**src/rtl/flash_stream_pkg.sv**
```systemverilog
// Shared types and constants for the flash sample streamer.
package flash_stream_pkg;

  localparam int FLASH_ADDR_W = 23;
  localparam int FLASH_DATA_W = 32;
  localparam int SAMPLE_W     = 16;
  localparam int BURST_W      = 7;
  localparam int COUNT_W      = 7;   // word counter, 0..127
  localparam int IDX_W        = 8;   // sample index, 0..255

  localparam logic [BURST_W-1:0] BURST_ONE = 7'd1;

  typedef enum logic [2:0] {
    ST_IDLE    = 3'd0,
    ST_REQ     = 3'd1,
    ST_WAIT    = 3'd2,
    ST_EMIT_LO = 3'd3,
    ST_EMIT_HI = 3'd4,
    ST_FIN     = 3'd5
  } stream_state_t;

  // Word address of fetch number 'count'; 23-bit add wraps modulo 2^23.
  function automatic logic [FLASH_ADDR_W-1:0] word_address(
    input logic [FLASH_ADDR_W-1:0] base,
    input logic [COUNT_W-1:0]      count
  );
    return base + FLASH_ADDR_W'(count);
  endfunction

endpackage

```
**src/rtl/avalon_read_port.sv**
```systemverilog
// Single-word Avalon-MM read master: issues one read, holds it through
// waitrequest, and captures the returned word. At most one read is in flight.
module avalon_read_port
  import flash_stream_pkg::*;
(
  input  logic                    clk,
  input  logic                    reset,
  // One-cycle command from the sequencer: start a read at launch_address.
  input  logic                    launch,
  input  logic [FLASH_ADDR_W-1:0] launch_address,
  // Avalon-MM read side.
  output logic                    mem_read,
  output logic [FLASH_ADDR_W-1:0] mem_address,
  input  logic                    mem_waitrequest,
  input  logic [FLASH_DATA_W-1:0] mem_readdata,
  input  logic                    mem_readdatavalid,
  // Status back to the sequencer.
  output logic                    accepted,
  output logic                    captured,
  output logic [FLASH_DATA_W-1:0] word
);

  // Set after the slave accepted the read and before the data came back.
  logic awaiting;

  // The read is taken on any cycle it is presented without waitrequest.
  assign accepted = mem_read && !mem_waitrequest;

  // Data is only taken for our own outstanding read; the same-cycle case
  // (data strobed while the read is being accepted) counts as ours too.
  // Anything else, including a late response to a read issued before a
  // reset, is dropped.
  assign captured = mem_readdatavalid && (awaiting || accepted);

  // Read request, address hold, outstanding flag and word capture.
  always_ff @(posedge clk) begin
    if (reset) begin
      mem_read    <= 1'b0;
      mem_address <= '0;
      awaiting    <= 1'b0;
      word        <= '0;
    end else begin
      if (launch) begin
        mem_read    <= 1'b1;
        mem_address <= launch_address;
      end else if (accepted) begin
        mem_read    <= 1'b0;
      end

      if (accepted && !mem_readdatavalid) begin
        awaiting <= 1'b1;
      end else if (captured) begin
        awaiting <= 1'b0;
      end

      if (captured) begin
        word <= mem_readdata;
      end
    end
  end

endmodule

```
**src/rtl/flash_sample_streamer.sv**
```systemverilog
// Fetches NUM_WORDS 32-bit words from flash, one read at a time, and streams
// each word as two 16-bit samples (low half first) with a running index.
//
// Sample stream handshake: a sample transfers on a rising clock edge where
// sample_valid and sample_ready are both high. Once sample_valid rises it
// stays high, with sample_data and sample_idx unchanged, until that transfer
// happens; sample_ready may toggle freely and never depends on sample_valid.
module flash_sample_streamer
  import flash_stream_pkg::*;
#(
  parameter int                      NUM_WORDS = 128,
  parameter logic [FLASH_ADDR_W-1:0] BASE_ADDR = 23'd0
) (
  input  logic                    clk,
  input  logic                    reset,
  input  logic                    start,
  output logic                    busy,
  output logic                    done,
  output logic                    flash_mem_read,
  output logic [FLASH_ADDR_W-1:0] flash_mem_address,
  output logic [BURST_W-1:0]      flash_mem_burstcount,
  output logic                    flash_mem_write,
  output logic [FLASH_DATA_W-1:0] flash_mem_writedata,
  output logic [3:0]              flash_mem_byteenable,
  input  logic                    flash_mem_waitrequest,
  input  logic [FLASH_DATA_W-1:0] flash_mem_readdata,
  input  logic                    flash_mem_readdatavalid,
  output logic                    sample_valid,
  output logic [SAMPLE_W-1:0]     sample_data,
  output logic [IDX_W-1:0]        sample_idx,
  input  logic                    sample_ready,
  output logic [2:0]              state_dbg
);

  localparam logic [COUNT_W-1:0] LAST_WORD = COUNT_W'(NUM_WORDS - 1);

  stream_state_t             state;
  logic [COUNT_W-1:0]        counter;
  logic                      launch;
  logic [FLASH_ADDR_W-1:0]   launch_address;
  logic                      accepted;
  logic                      captured;
  logic [FLASH_DATA_W-1:0]   word;

  // Write side of the flash port is never used.
  assign flash_mem_burstcount = BURST_ONE;
  assign flash_mem_write      = 1'b0;
  assign flash_mem_writedata  = '0;
  assign flash_mem_byteenable = 4'hF;

  assign state_dbg = state;

  // The captured word only changes in REQ/WAIT, so selecting its half by
  // state keeps sample_data stable for the whole emit phase.
  assign sample_data = (state == ST_EMIT_HI) ? word[31:16] : word[15:0];

  // Decide when the next read is issued and where: word 0 on start, the
  // following word when the high half of the current word is handed off.
  always_comb begin
    launch         = 1'b0;
    launch_address = word_address(BASE_ADDR, '0);
    if (state == ST_IDLE && start) begin
      launch = 1'b1;
    end else if (state == ST_EMIT_HI && sample_ready && counter != LAST_WORD) begin
      launch         = 1'b1;
      launch_address = word_address(BASE_ADDR, counter + COUNT_W'(1));
    end
  end

  avalon_read_port u_read_port (
    .clk               (clk),
    .reset             (reset),
    .launch            (launch),
    .launch_address    (launch_address),
    .mem_read          (flash_mem_read),
    .mem_address       (flash_mem_address),
    .mem_waitrequest   (flash_mem_waitrequest),
    .mem_readdata      (flash_mem_readdata),
    .mem_readdatavalid (flash_mem_readdatavalid),
    .accepted          (accepted),
    .captured          (captured),
    .word              (word)
  );

  // Run sequencer: word counting, sample presentation and run status.
  always_ff @(posedge clk) begin
    if (reset) begin
      state        <= ST_IDLE;
      counter      <= '0;
      busy         <= 1'b0;
      done         <= 1'b0;
      sample_valid <= 1'b0;
      sample_idx   <= '0;
    end else begin
      case (state)
        ST_IDLE: begin
          done <= 1'b0;
          if (start) begin
            state   <= ST_REQ;
            counter <= '0;
            busy    <= 1'b1;
          end
        end

        ST_REQ: begin
          if (captured) begin
            state        <= ST_EMIT_LO;
            sample_valid <= 1'b1;
            sample_idx   <= {counter, 1'b0};
          end else if (accepted) begin
            state <= ST_WAIT;
          end
        end

        ST_WAIT: begin
          if (captured) begin
            state        <= ST_EMIT_LO;
            sample_valid <= 1'b1;
            sample_idx   <= {counter, 1'b0};
          end
        end

        ST_EMIT_LO: begin
          if (sample_ready) begin
            state      <= ST_EMIT_HI;
            sample_idx <= {counter, 1'b1};
          end
        end

        ST_EMIT_HI: begin
          if (sample_ready) begin
            sample_valid <= 1'b0;
            if (counter == LAST_WORD) begin
              state <= ST_FIN;
              done  <= 1'b1;
            end else begin
              state   <= ST_REQ;
              counter <= counter + COUNT_W'(1);
            end
          end
        end

        ST_FIN: begin
          state <= ST_IDLE;
          done  <= 1'b0;
          busy  <= 1'b0;
        end

        default: begin
          state <= ST_IDLE;
        end
      endcase
    end
  end

endmodule

```
**config.mk**
```make
export PLATFORM = sky130hd
export DESIGN_NAME = flash_sample_streamer
export DESIGN_NICKNAME = d
export VERILOG_FILES = /design/src/rtl/flash_stream_pkg.sv /design/src/rtl/avalon_read_port.sv /design/src/rtl/flash_sample_streamer.sv
export SDC_FILE = /design/constraint.sdc
export NUM_CORES = 1
export LEC_CHECK = 0
export ABC_CLOCK_PERIOD_IN_PS = 1900
export CORE_ASPECT_RATIO = 1.1
export CORE_MARGIN = 2
export CORE_UTILIZATION = 38
export DETAILED_ROUTE_END_ITERATION = 12
export PLACE_DENSITY = 0.74
export SLEW_MARGIN = 30
export SYNTH_ARGS = -nofsm -noshare
export SYNTH_HDL_FRONTEND = slang
export SYNTH_SLANG_ARGS = --single-unit
```
**constraint.sdc**
```tcl
create_clock -name clk -period 1.9 [get_ports clk]
set_clock_uncertainty 0.15 [all_clocks]
set_input_delay 0.57 -clock clk [delete_from_list [all_inputs] [get_ports clk]]
set_output_delay 0.57 -clock clk [all_outputs]
set_load 0.1 [all_outputs]
```
* Yosys cells after proc, flatten, opt, wreduce, memory -nomap -nowiden
Index checks and enable logic that the tools add are counted.
** Storage, ports and cells
- Flip-flop bits (word level) :: 78
- Bits in latches :: 0
- RAM bits :: 0
- Bits in read-only memories :: 0
- Input bits :: 38
- Output and inout port bits :: 98
- Logic and storage cells :: 83
- Memories :: 0
** Cells by class
- Add/sub/neg operators :: 1
- $mul :: 0
- Div/mod/pow operators :: 0
- Magnitude comparators :: 0
- Equal/unequal tests :: 15
- Shifts and indexed selects :: 0
- Multiplexer cells :: 32
- Bitwise gates (word level) :: 0
- Reductions and logical operators :: 25
** Operators with widths (number)
- 2-to-1 mux 7 bit :: 5
- 2-to-1 mux 3 bit :: 7
- 2-to-1 mux 16 bit :: 1
- 2-to-1 mux 8 bit :: 2
- case mux 8 bit (2 select lines) :: 1
- case mux 3 bit (5 select lines) :: 1
- case mux 7 bit (2 select lines) :: 1
- nonzero test 2 bit :: 7
- 2-to-1 mux 1 bit :: 11
- != test 2 bit (second input constant) :: 5
- AND reduction 3 bit :: 3
- adder 7 x 1 -> 7 bit (second input constant) :: 1
- == test 7 bit (second input constant) :: 1
- != test 7 bit (second input constant) :: 1
- == test 3 x 2 -> 1 bit (second input constant) :: 2
- == test 3 bit (second input constant) :: 2
- logical AND 1 bit :: 6
- case mux 1 bit (2 select lines) :: 3
- AND reduction 5 bit :: 1
- != test 2 x 1 -> 1 bit (second input constant) :: 2
- AND reduction 4 bit :: 1
- OR reduction 2 bit :: 2
- == test 3 x 1 -> 1 bit (second input constant) :: 1
- logical NOT 3 bit :: 1
- other kinds (4) :: 5

* Longest topological paths before layout
- Depth in word-level cells :: 6
- Depth in mapped cells :: 6
- Mapped depth without buffers :: 5

* Hierarchy
From an unflattened synthesis, not the netlist that was laid out.
** Second synthesis, totals
- Cells, all modules :: 420
- Area, all modules :: 4136.5 um^2
** By module, submodules not included
- avalon_read_port :: instances 1, cells each 222, area each 2349.8 um^2, sequential area each 1141.1 um^2
- flash_sample_streamer :: instances 1, cells each 198, area each 1786.7 um^2, sequential area each 420.4 um^2

* Least setup slack after synthesis
No wires, ideal clock.
- Path type :: reg-to-output
- Start :: reg state[2], in the netlist state_dbg[2]
- End :: out sample_data[10]
- Arrival time :: 2.209 ns
- Data required time :: 1.180 ns
- Path slack :: -1.029 ns
- Stages on the path, launching flop included :: 5
- Buffers on the path :: 1
- Path through :: dfxtp_1 -> nand2b_1 -> nor2_2 -> buf_4 -> mux2_2
** On the way
- Cells in the longest elaborated chain, start to end :: 2
** Ends and longest elaborated chain
- from (decl) :: line flash_sample_streamer.sv:37 : stream_state_t state;
- from (signal assigned) :: line flash_sample_streamer.sv:88 : state <= ST_IDLE;
- from (signal assigned) :: line flash_sample_streamer.sv:99 : state <= ST_REQ;
- from (signal assigned) :: line flash_sample_streamer.sv:107 : state <= ST_EMIT_LO;
- == test 3 bit :: line flash_sample_streamer.sv:55 : assign sample_data = (state == ST_EMIT_HI) ? word[31:16] : word[15:0];
- 2-to-1 mux 16 bit :: line flash_sample_streamer.sv:55
- to (decl) :: line flash_sample_streamer.sv:29 : output logic [SAMPLE_W-1:0] sample_data,
No other way between the ends.

* Final worst setup path
- Start :: reg state[1], in the netlist state_dbg[1]
- End :: out sample_data[5]
Same word-level chain as after synthesis.

==> reports/results.ini <==
[sta]
finalCritPeriodShare_pct = 124.0
setup_viol = 16
setup_slack_ps = -456.2
hold_ws_ps = 305.9
period_needed_ps = 2356
final_max_slew_viol_count = 0
hold_violations = 0
fmax_ghz = 0.4244
rsz0062_at_grt = yes

[worst_setup_path]
cp.arrival_ps = 1640
path_class = reg2out
reg2reg_from = counter[1]
crit_path_end_kind = primary output
required_ps = 1180
crit_path_max_fanout = 9
worstRegToRegCells = 6
worstReg2RegEnd = counter[4]
reg2reg_slack_ps = 120
critPathLaunchType = flip-flop

[floorplanning]
die_w_um = 89.99
initial_core_util_pct = 39.06
rows = 34
die_height_um = 98.59
ioPinCount = 136
die_area_mm2 = 0.008871
design.core.area_mm2 = 0.007913

[power]
clkPwrFrac_pct = 32.8
seqPwrFrac_pct = 39.1
net-switching-power_mw = 1.267
power.leakage_nw = 1.800
ir_drop_uv = 416.4
p_per_area_mw_per_mm2 = 757.2
p_int_mw = 2.167
switching_share_pct = 36.89
p_comb_share_pct = 28.0

[clocking]
cts_buffer_depth = 2
cts_buffers = 9
cts.clk_slew.worst_paths_ps = 70
cts_sinks = 62
clock_latency_ps = 340
cts_tree = built
htree_num_levels = 3
postCtsSetupBuffers = 0
postCtsHoldBufs = 0
root_buffer = clkbuf_8

[placement]
dp_hpwl_um = 5040
gp_congestion = 0.8362
place_area_mm2 = 0.004317
port_buffers = 75

[layout]
fin_nets = 491
utilization_pct = 57.31
area_delta_synth_final_pct = 46.72
nFillCells = 683
fin_area_mm2 = 0.004534
drive_gt1_share_pct = 24.51
ff_latch_area_mm2 = 0.001254
n_antenna_cell = 0
final_cell_mix = nand2_1, conb_1, dfxtp_1
layout_commonest_cell = nand2_1
multiInputGateArea_mm2 = 0.001585

[route]
drt_iter0_drc = 124
drc_errors = 0
vias_per_cell = 4.559
totalWireLength_um = 7061
drtAntennaViolNets = 0
wl_per_cell_um = 12.50
vias = 2576
drt_pre_antenna_iters = 4

[hold_path]
min_path_type = reg2reg
hold_start = u_read_port.word[1]
whs_path_depth = 2
whs_endpoint = u_read_port.word[1]

[synthesis]
syn-cell-area_mm2 = 0.003090
synth_area_per_cell_um2 = 8.537
yosysWarnings = 0
synth_edf_count = 0
ys_types = 50
synth_seq_cells = 62
syn_inst = 362
synthArstFlopShare_pct = 0
seq_area_frac_synth_pct = 40.16
yosys_most_used_dff = dfxtp_1

[grt]
grt_pass1_vias = 2446
antenna_found_initial = 0
grt_util_all_layers_pct = 16.14
grt_max_degree = 33
grt_pass1_wl_um = 11700
gr-total-overflow = 0

[outcome]
outcome = finished with violations
violations = setup timing

[job]
maxCapViolCount = 0

-- synthesized netlist by cell type, drive strengths merged (2+ instances only) --
library cell  number  area share [%]
a21o               5             1.3
a21oi             38             6.5
a22o               5             1.5
a31oi              2            0.40
and2b              2            0.49
and3               3            0.77
buf               73              17
clkbuf             5            0.61
conb               2            0.24
dfxtp             62              40
mux2              17             6.2
mux2i              7             2.3
nand2             86              10
nand3              5            0.97
nor2              13             1.7
nor2b              2            0.49
nor3               4            0.65
o21a               2            0.49
o21ai              6             1.1
o2bb2ai            2            0.57
xnor2              3            0.85
xor2               2            0.57
-- flip-flops by register name, summed over array words and instances, names as in the netlist, 3 cells and up --
signal	count
u_read_port.word	32
sample_idx	8
counter	7
u_read_port.mem_address	7
state_dbg	3
-- critical path, stage by stage (launching register included) --
cell and delay, ps:
dfxtp_4 340, nand2b_4 140, nor2_4 130, buf_12 160, mux2_2 360, buf_12 170
-- layout make-up --
| type | count | share of cell area, % |
|---|---|---|
| clock buffer | 12 | 3.201 |
| sequential | 62 | 27.65 |
| inverter | 1 | 0.08278 |
| timing repair buffer | 99 | 30.10 |
| clock inverter | 4 | 1.021 |
| tap | 108 | 2.980 |
| multi-input combinational | 279 | 34.96 |
-- routing by layer --
metal | up-vias | track usage (%) | wire length [µm]
met1 | 1202 | 21.04 | 3067
met3 | 13 | 4.205 | 402
met4 | 0 | 7.337 | 118
met5 | - | 0 | 0
met2 | 91 | 25.29 | 3473
li1 | 1270 | - | -
-- per-stage QoR --
| step | power, mW | TNS [ps] | instances | setup WS, ps |
|---|---|---|---|---|
| global placement | 2.325 | -9511 | 549 | -254.3 |
| finish | 3.433 | -6817 | 565 | -456.2 |
| CTS | 3.469 | -7354 | 565 | -482.4 |
| detailed placement | 2.331 | -11500 | 549 | -289.6 |
| floorplan | 2.222 | -4264 | 420 | -284.0 |
| global route | 3.563 | -7761 | 565 | -513.4 |
-- how the worst max path moves through the flow --
stage | from | endpoint
2_1_floorplan | state_dbg[1] | sample_data[10]
3_3_place_gp | sample_ready | counter[0]
3_5_place_dp | sample_ready | counter[0]
4_1_cts | state_dbg[1] | sample_data[1]
5_1_grt | state_dbg[1] | sample_data[15]
6_report | state_dbg[1] | sample_data[5]
-- power by group through the flow --
stage,clock [mW],combinational (mW),sequential [mW]
finish,1.13,0.963,1.34
detailed placement,0,0.959,1.37
CTS,1.16,0.962,1.34
global route,1.22,0.996,1.35
floorplan,0,0.802,1.42
global placement,0,0.955,1.37
-- logic make-up (layout without fill, tap and decap cells) --
group                      Yosys count  in the layout  synth area share (%)
AOI/OAI and AO/OA                   69             69                 14.45
xor gates and xnor gates             5              5                 1.417
adders and majority gates            1              1                0.4048
buffers and inverters               79            116                 17.93
DFF                                 62             62                 40.16
muxes                               24             24                 8.462
other                                2             60                0.2430
and+or+nand+nor                    120            120                 16.92
-- timing repair --
action,in CTS,in global routing
pin swaps,1,0
resized for setup,3,3
endpoints found under the setup margin,16,17
(Power assumes the default switching activity.)
